File: src/rtl/tpu_conv_window.sv
// 5x5 sliding-window generator: raster Float8 pixels in, 25-element windows out to the MAC.
// Latency: a window is presented the cycle after its bottom-right pixel is accepted.
// Backpressure: one-deep output; pix_ready = !win_valid || win_ready, held low in DONE until the last window drains.
// Optional: define TPU_CONV_WINDOW_POS_EN to add win_row/win_col output-map coordinates.
module tpu_conv_window #(
  parameter int IMG_W = 28,
  parameter int IMG_H = 28
) (
  input  logic         clk,
  input  logic         rst_n,
  input  logic [7:0]   pix_data,
  input  logic         pix_valid,
  output logic         pix_ready,
  output logic [199:0] win_data,
  output logic         win_valid,
  input  logic         win_ready,
`ifdef TPU_CONV_WINDOW_POS_EN
  output logic [5:0]   win_row,
  output logic [5:0]   win_col,
`endif
  output logic         frame_done
);

  localparam int CW = $clog2(IMG_W);
  localparam int RW = $clog2(IMG_H);

  typedef enum logic [1:0] {FILL, RUN, DONE} state_t;

  state_t        state, state_nxt;
  logic [CW-1:0] col;
  logic [RW-1:0] row;
  logic          ready_en;
  logic          acc, col_last, row_last, emit;

  // lb[0] holds the row four above the current one, lb[3] the row just above.
  logic [7:0]    lb  [4][IMG_W];
  logic [7:0]    win [5][5];

  assign acc      = pix_valid && pix_ready;
  assign col_last = (col == CW'(IMG_W - 1));
  assign row_last = (row == RW'(IMG_H - 1));
  assign emit     = acc && (row >= RW'(4)) && (col >= CW'(4));

  // State register.
  always_ff @(posedge clk or negedge rst_n) begin
    if (!rst_n) state <= FILL;
    else        state <= state_nxt;
  end

  // Next-state: fill four rows, run to the last pixel, then drain the final window.
  always_comb begin
    state_nxt = state;
    case (state)
      FILL:    if (acc && row == RW'(3) && col_last) state_nxt = RUN;
      RUN:     if (acc && row_last && col_last)      state_nxt = DONE;
      DONE:    if (win_valid && win_ready)           state_nxt = FILL;
      default: state_nxt = FILL;
    endcase
  end

  // Output decode: input accepted only when out of reset, not draining, and the output slot frees up.
  always_comb begin
    pix_ready = ready_en && (state != DONE) && (!win_valid || win_ready);
  end

  // ready_en keeps pix_ready low while reset is asserted and raises it on the first clock after.
  always_ff @(posedge clk or negedge rst_n) begin
    if (!rst_n) ready_en <= 1'b0;
    else        ready_en <= 1'b1;
  end

  // Pixel position counters; they wrap to (0,0) after the last pixel of a frame.
  always_ff @(posedge clk or negedge rst_n) begin
    if (!rst_n) begin
      col <= '0;
      row <= '0;
    end else if (acc) begin
      col <= col_last ? '0 : col + 1'b1;
      if (col_last) row <= row_last ? '0 : row + 1'b1;
    end
  end

  // Line buffers shift one row up per column position; left unreset so they map to plain RAM.
  always_ff @(posedge clk) begin
    if (acc) begin
      lb[0][col] <= lb[1][col];
      lb[1][col] <= lb[2][col];
      lb[2][col] <= lb[3][col];
      lb[3][col] <= pix_data;
    end
  end

  // Window shifts left on every accepted pixel, new right column from line buffers plus the live pixel.
  always_ff @(posedge clk or negedge rst_n) begin
    if (!rst_n) begin
      for (int r = 0; r < 5; r++)
        for (int c = 0; c < 5; c++)
          win[r][c] <= 8'h00;
    end else if (acc) begin
      for (int r = 0; r < 5; r++)
        for (int c = 0; c < 4; c++)
          win[r][c] <= win[r][c+1];
      for (int r = 0; r < 4; r++)
        win[r][4] <= lb[r][col];
      win[4][4] <= pix_data;
    end
  end

  // The window registers double as the output slot: they cannot shift while a window is stalled.
  always_ff @(posedge clk or negedge rst_n) begin
    if (!rst_n)         win_valid <= 1'b0;
    else if (emit)      win_valid <= 1'b1;
    else if (win_ready) win_valid <= 1'b0;
  end

`ifdef TPU_CONV_WINDOW_POS_EN
  // Output-map coordinates travel with the window.
  always_ff @(posedge clk or negedge rst_n) begin
    if (!rst_n) begin
      win_row <= 6'd0;
      win_col <= 6'd0;
    end else if (emit) begin
      win_row <= 6'(row) - 6'd4;
      win_col <= 6'(col) - 6'd4;
    end
  end
`endif

  // End-of-frame pulse the cycle after the final window is taken.
  always_ff @(posedge clk or negedge rst_n) begin
    if (!rst_n) frame_done <= 1'b0;
    else        frame_done <= (state == DONE) && win_valid && win_ready;
  end

  // Flatten: element 5*r+c, row 0 / column 0 oldest.
  always_comb begin
    win_data = '0;
    for (int r = 0; r < 5; r++)
      for (int c = 0; c < 5; c++)
        win_data[8*(5*r+c) +: 8] = win[r][c];
  end

endmodule

File: config.mk
export PLATFORM = sky130hd
export DESIGN_NAME = tpu_conv_window
export DESIGN_NICKNAME = d
export VERILOG_FILES = /design/src/rtl/tpu_conv_window.sv
export SDC_FILE = /design/constraint.sdc
export NUM_CORES = 1
export LEC_CHECK = 0
export CORE_ASPECT_RATIO = 1.5
export CORE_MARGIN = 5
export CORE_UTILIZATION = 54
export DETAILED_ROUTE_END_ITERATION = 10
export GPL_TIMING_DRIVEN = 1
export MAX_ROUTING_LAYER = met4
export PLACE_DENSITY = 0.79
export SLEW_MARGIN = 40
export SYNTH_ARGS = -nofsm -noshare
export SYNTH_HDL_FRONTEND = slang
export SYNTH_SLANG_ARGS = --single-unit
File: constraint.sdc
create_clock -name clk -period 3.4 [get_ports clk]
set_input_delay 1.02 -clock clk [delete_from_list [all_inputs] [get_ports clk]]
set_output_delay 1.02 -clock clk [all_outputs]
set_load 0.01 [all_outputs]
==> run_results.csv <==
group,metric,value,unit
route,ant_nets,0,
clock_network,htree_levels,3,
sta,maxSlewViolCount,0,
floorplan,core.rowCount,125,
logic_synthesis,synthCells,2484,
sta,rsz0062_at_grt,"no",
grt,grt_max_degree,106,
final_layout,layout.nets,2868,
sta,post-route-min-period,3.07,ns
critical_path,endpoint_kind,"flop",
logic_synthesis,synth.avg_cell_area,17.1,um^2
critical_path,cp.arrival,3.44,ns
critical_path,path_class,"flop to flop",
route,via_count,24523,
clock_network,clkTransAtPathRegs,0.07,ns
pwr,peakVddDrop,0.517,mV
grt,grt_pass1_vias,24951,
logic_synthesis,synth_ff_type,"edfxtp_1",
logic_synthesis,yosysWarnings,0,
place,portBuffers,214,
final_layout,area.growth.synth_to_final,19.3,%
route,wl_per_cell,27.8,um
floorplan,ios,215,
clock_network,clockBufferDepth,3,
critical_path,crit_required,3.77,ns
critical_path,critPathLaunchType,"flop",
clock_network,root_buffer,"clkbuf_16",
place,gp_congestion,0.888,
logic_synthesis,ys_async_sr_fraction,19.4,%
grt,grt_overflow,0,
logic_synthesis,synth_edf_count,896,
min_path,hp-class,"input port to asynchronous set/reset pin",
route,drt_iter0_markers,3140,
grt,antenna_found_initial,3,
clock_network,ctsHoldBuffers,0,
run,drv_cap,0,
final_layout,layout-drive-gt1-share,17.8,%
floorplan,die_w,239,um
floorplan,initial_core_util,54.5,%
floorplan,die_area,84300,um^2
critical_path,regToRegSetupSlack,0.33,ns
status,status,"finished clean",
place,dp_hpwl,69300,um
grt,grt_use_total,26.5,%
sta,finalCritPeriodShare,90.3,%
logic_synthesis,ys_seq_area_share,76.2,%
route,routed_wl,110000,um
sta,finalWorstSetupSlack,0.330,ns
route,first_pass_iters,5,
route,drc,0,
floorplan,coreArea,77700,um^2
clock_network,post_cts_buffers,0,
final_layout,final_util,65.0,%
clock_network,ctsResizeCount,0,
sta,setup_violations,0,
place,dp_slack,0.0721,ns
pwr,power.density,857,nW/um^2
logic_synthesis,ys_ff_latch,1111,
clock_network,insertion_delay,0.67,ns
clock_network,cts_tree,"built",
floorplan,die_h,353,um
sta,slew_headroom,49.4,%
grt,grt_pass1_wl,161000,um
critical_path,worst-path-max-fanout,28,
final_layout,n_antenna_cell,0,
pwr,leakagePower,18.3,nW
logic_synthesis,synth_nets,2502,
logic_synthesis,synth_cell_types,53,
sta,finClkSkew,0.0269,ns
sta,final_hold_viol_count,0,
logic_synthesis,syn_area,42400,um^2
sta,worst_pin_slew,0.759,ns
route,drt-vias-per-instance,6.22,
clock_network,cts_buffers,89,
sta,max_freq,326,MHz
clock_network,clock_sinks,1111,
[cells in the final DEF, fill, tap and decap left out, types with 5 or more instances in the layout]
master | synthesis | routed
o22ai_1 | 61 | 61
nand3_1 | 39 | 39
a211oi_1 | 24 | 24
clkdlybuf4s50_1 | 0 | 212
mux2_2 | 25 | 25
inv_1 | 7 | 7
o211ai_1 | 8 | 8
clkinv_2 | 0 | 14
nand2_1 | 530 | 530
nor2_4 | 0 | 28
clkinv_1 | 0 | 13
buf_12 | 0 | 59
nor3_1 | 7 | 7
clkbuf_8 | 0 | 5
nor2_1 | 48 | 19
edfxtp_1 | 896 | 896
a221oi_1 | 5 | 5
bufinv_16 | 0 | 11
o21ai_0 | 7 | 7
dfrtp_1 | 215 | 212
clkbuf_16 | 0 | 93
nand2b_1 | 5 | 5
nor2b_1 | 7 | 6
mux4_2 | 122 | 122
clkbuf_1 | 58 | 15
mux2i_1 | 206 | 206
a22oi_1 | 55 | 55
inv_6 | 0 | 5
a21oi_1 | 11 | 11
ha_1 | 6 | 6
nor4_1 | 5 | 5
o32ai_1 | 6 | 6
nand4_1 | 5 | 5
buf_4 | 16 | 131
[cell usage after synthesis, types with 3 or more instances]
| cell type | n | area (um^2) |
|---|---|---|
| a31oi_1 | 4 | 25.0 |
| nor2_1 | 48 | 180 |
| a21oi_1 | 11 | 55.1 |
| nand4bb_1 | 4 | 45.0 |
| buf_6 | 14 | 158 |
| inv_1 | 7 | 26.3 |
| nand3_1 | 39 | 195 |
| nor3_1 | 7 | 35.0 |
| nand4b_1 | 4 | 35.0 |
| and2_1 | 4 | 25.0 |
| buf_2 | 32 | 160 |
| buf_4 | 16 | 120 |
| nand2_1 | 530 | 1990 |
| xnor2_1 | 4 | 35.0 |
| a211oi_1 | 24 | 180 |
| a32oi_1 | 3 | 26.3 |
| nand2b_1 | 5 | 31.3 |
| a22oi_1 | 55 | 413 |
| mux2_2 | 25 | 282 |
| a2111oi_0 | 3 | 26.3 |
| o22ai_1 | 61 | 382 |
| o32ai_1 | 6 | 52.6 |
| mux4_2 | 122 | 2750 |
| or2_2 | 3 | 18.8 |
| a221oi_1 | 5 | 43.8 |
| o221a_2 | 3 | 33.8 |
| o211ai_1 | 8 | 60.1 |
| nor4_1 | 5 | 31.3 |
| buf_1 | 10 | 37.5 |
| ha_1 | 6 | 75.1 |
| nor2b_1 | 7 | 43.8 |
| edfxtp_1 | 896 | 26900 |
| a22o_1 | 3 | 26.3 |
| nand4_1 | 5 | 31.3 |
| dfrtp_1 | 215 | 5380 |
| mux2i_1 | 206 | 2060 |
| clkbuf_1 | 58 | 218 |
| o21ai_0 | 7 | 35.0 |
[worst paths after layout]
kind / from / end / cells after the start
max: col[3] / lb[2][19] / 7
max reg2reg: col[3] / lb[2][19] / 7
min: rst_n / win_data[139] / 1
min in group clk: win_data[0] / win_data[0] / 2
max in group asynchronous: rst_n / win_data[52] / 3
min reg2reg: win_data[0] / win_data[0] / 2
[flip-flops by register name, summed over array words and instances, names as in the netlist]
register,flops
lb,896
row,5
frame_done,1
state,2
win_data,200
ready_en,1
col,5
win_valid,1
[cell type report]
class | count | area, um^2
Clock buffer | 113 | 2450
Clock inverter | 52 | 557
Fill cell | 4936 | 27200
Inverter | 7 | 26.3
Multi-Input combinational cell | 1235 | 9590
Sequential cell | 1111 | 32300
Tap cell | 1016 | 1270
Timing Repair Buffer | 406 | 4350
[logic make-up (layout without fill, tap and decap cells)]
| group | count (synthesis) | in the layout | synth area share [%] |
|---|---|---|---|
| other | 1 | 1 | 0.00885 |
| AO/OA/AOI/OAI | 196 | 196 | 3.26 |
| adder cells (fa/ha/maj) | 6 | 6 | 0.177 |
| multiplexers | 353 | 353 | 12.0 |
| AND/OR/NAND/NOR | 674 | 674 | 6.52 |
| buffers and inverters | 138 | 578 | 1.71 |
| XOR/XNOR | 5 | 5 | 0.103 |
| flip-flops | 1111 | 1111 | 76.2 |
[per-stage QoR]
stage                     instances  area (um^2)  setup TNS (ns)  power (mW)  hold slack, ns
after floorplan                2484        42400         -332.61        26.0           0.438
after global placement         3773        47500               0        32.1           0.456
after detailed placement       3774        47500               0        32.8           0.462
after CTS                      3939        50500               0        43.3           0.401
after global routing           3940        50500               0        44.8           0.222
final                          3940        50500               0        43.3           0.209
[metal layers]
layer  share of wire (%)  vias to the layer above  GRT usage (%)
met3                  10                      304           3.76
met1                  34                    12423           32.2
met2                  51                     1599           44.7
met5                   0                        -              -
li1                    -                    10197              -
met4                 4.9                        0           11.3
[where the power goes]
group	leakage [nW]	switching (mW)	internal (mW)	total, mW
clock network	1.47	4.68	5.97	10.7
registers	10.8	0.964	18.9	19.9
logic	5.97	8.24	4.54	12.8
total	18.3	13.9	29.4	43.3
[critical path, stage by stage (launching register included)]
cell	delay [ns]
dfrtp_1	0.65
buf_4	0.29
or4b_1	0.15
buf_4	0.37
o22ai_1	0.15
a211oi_1	0.44
nand3_1	0.36
buf_4	0.33
Power figures use the tool's default switching activity.
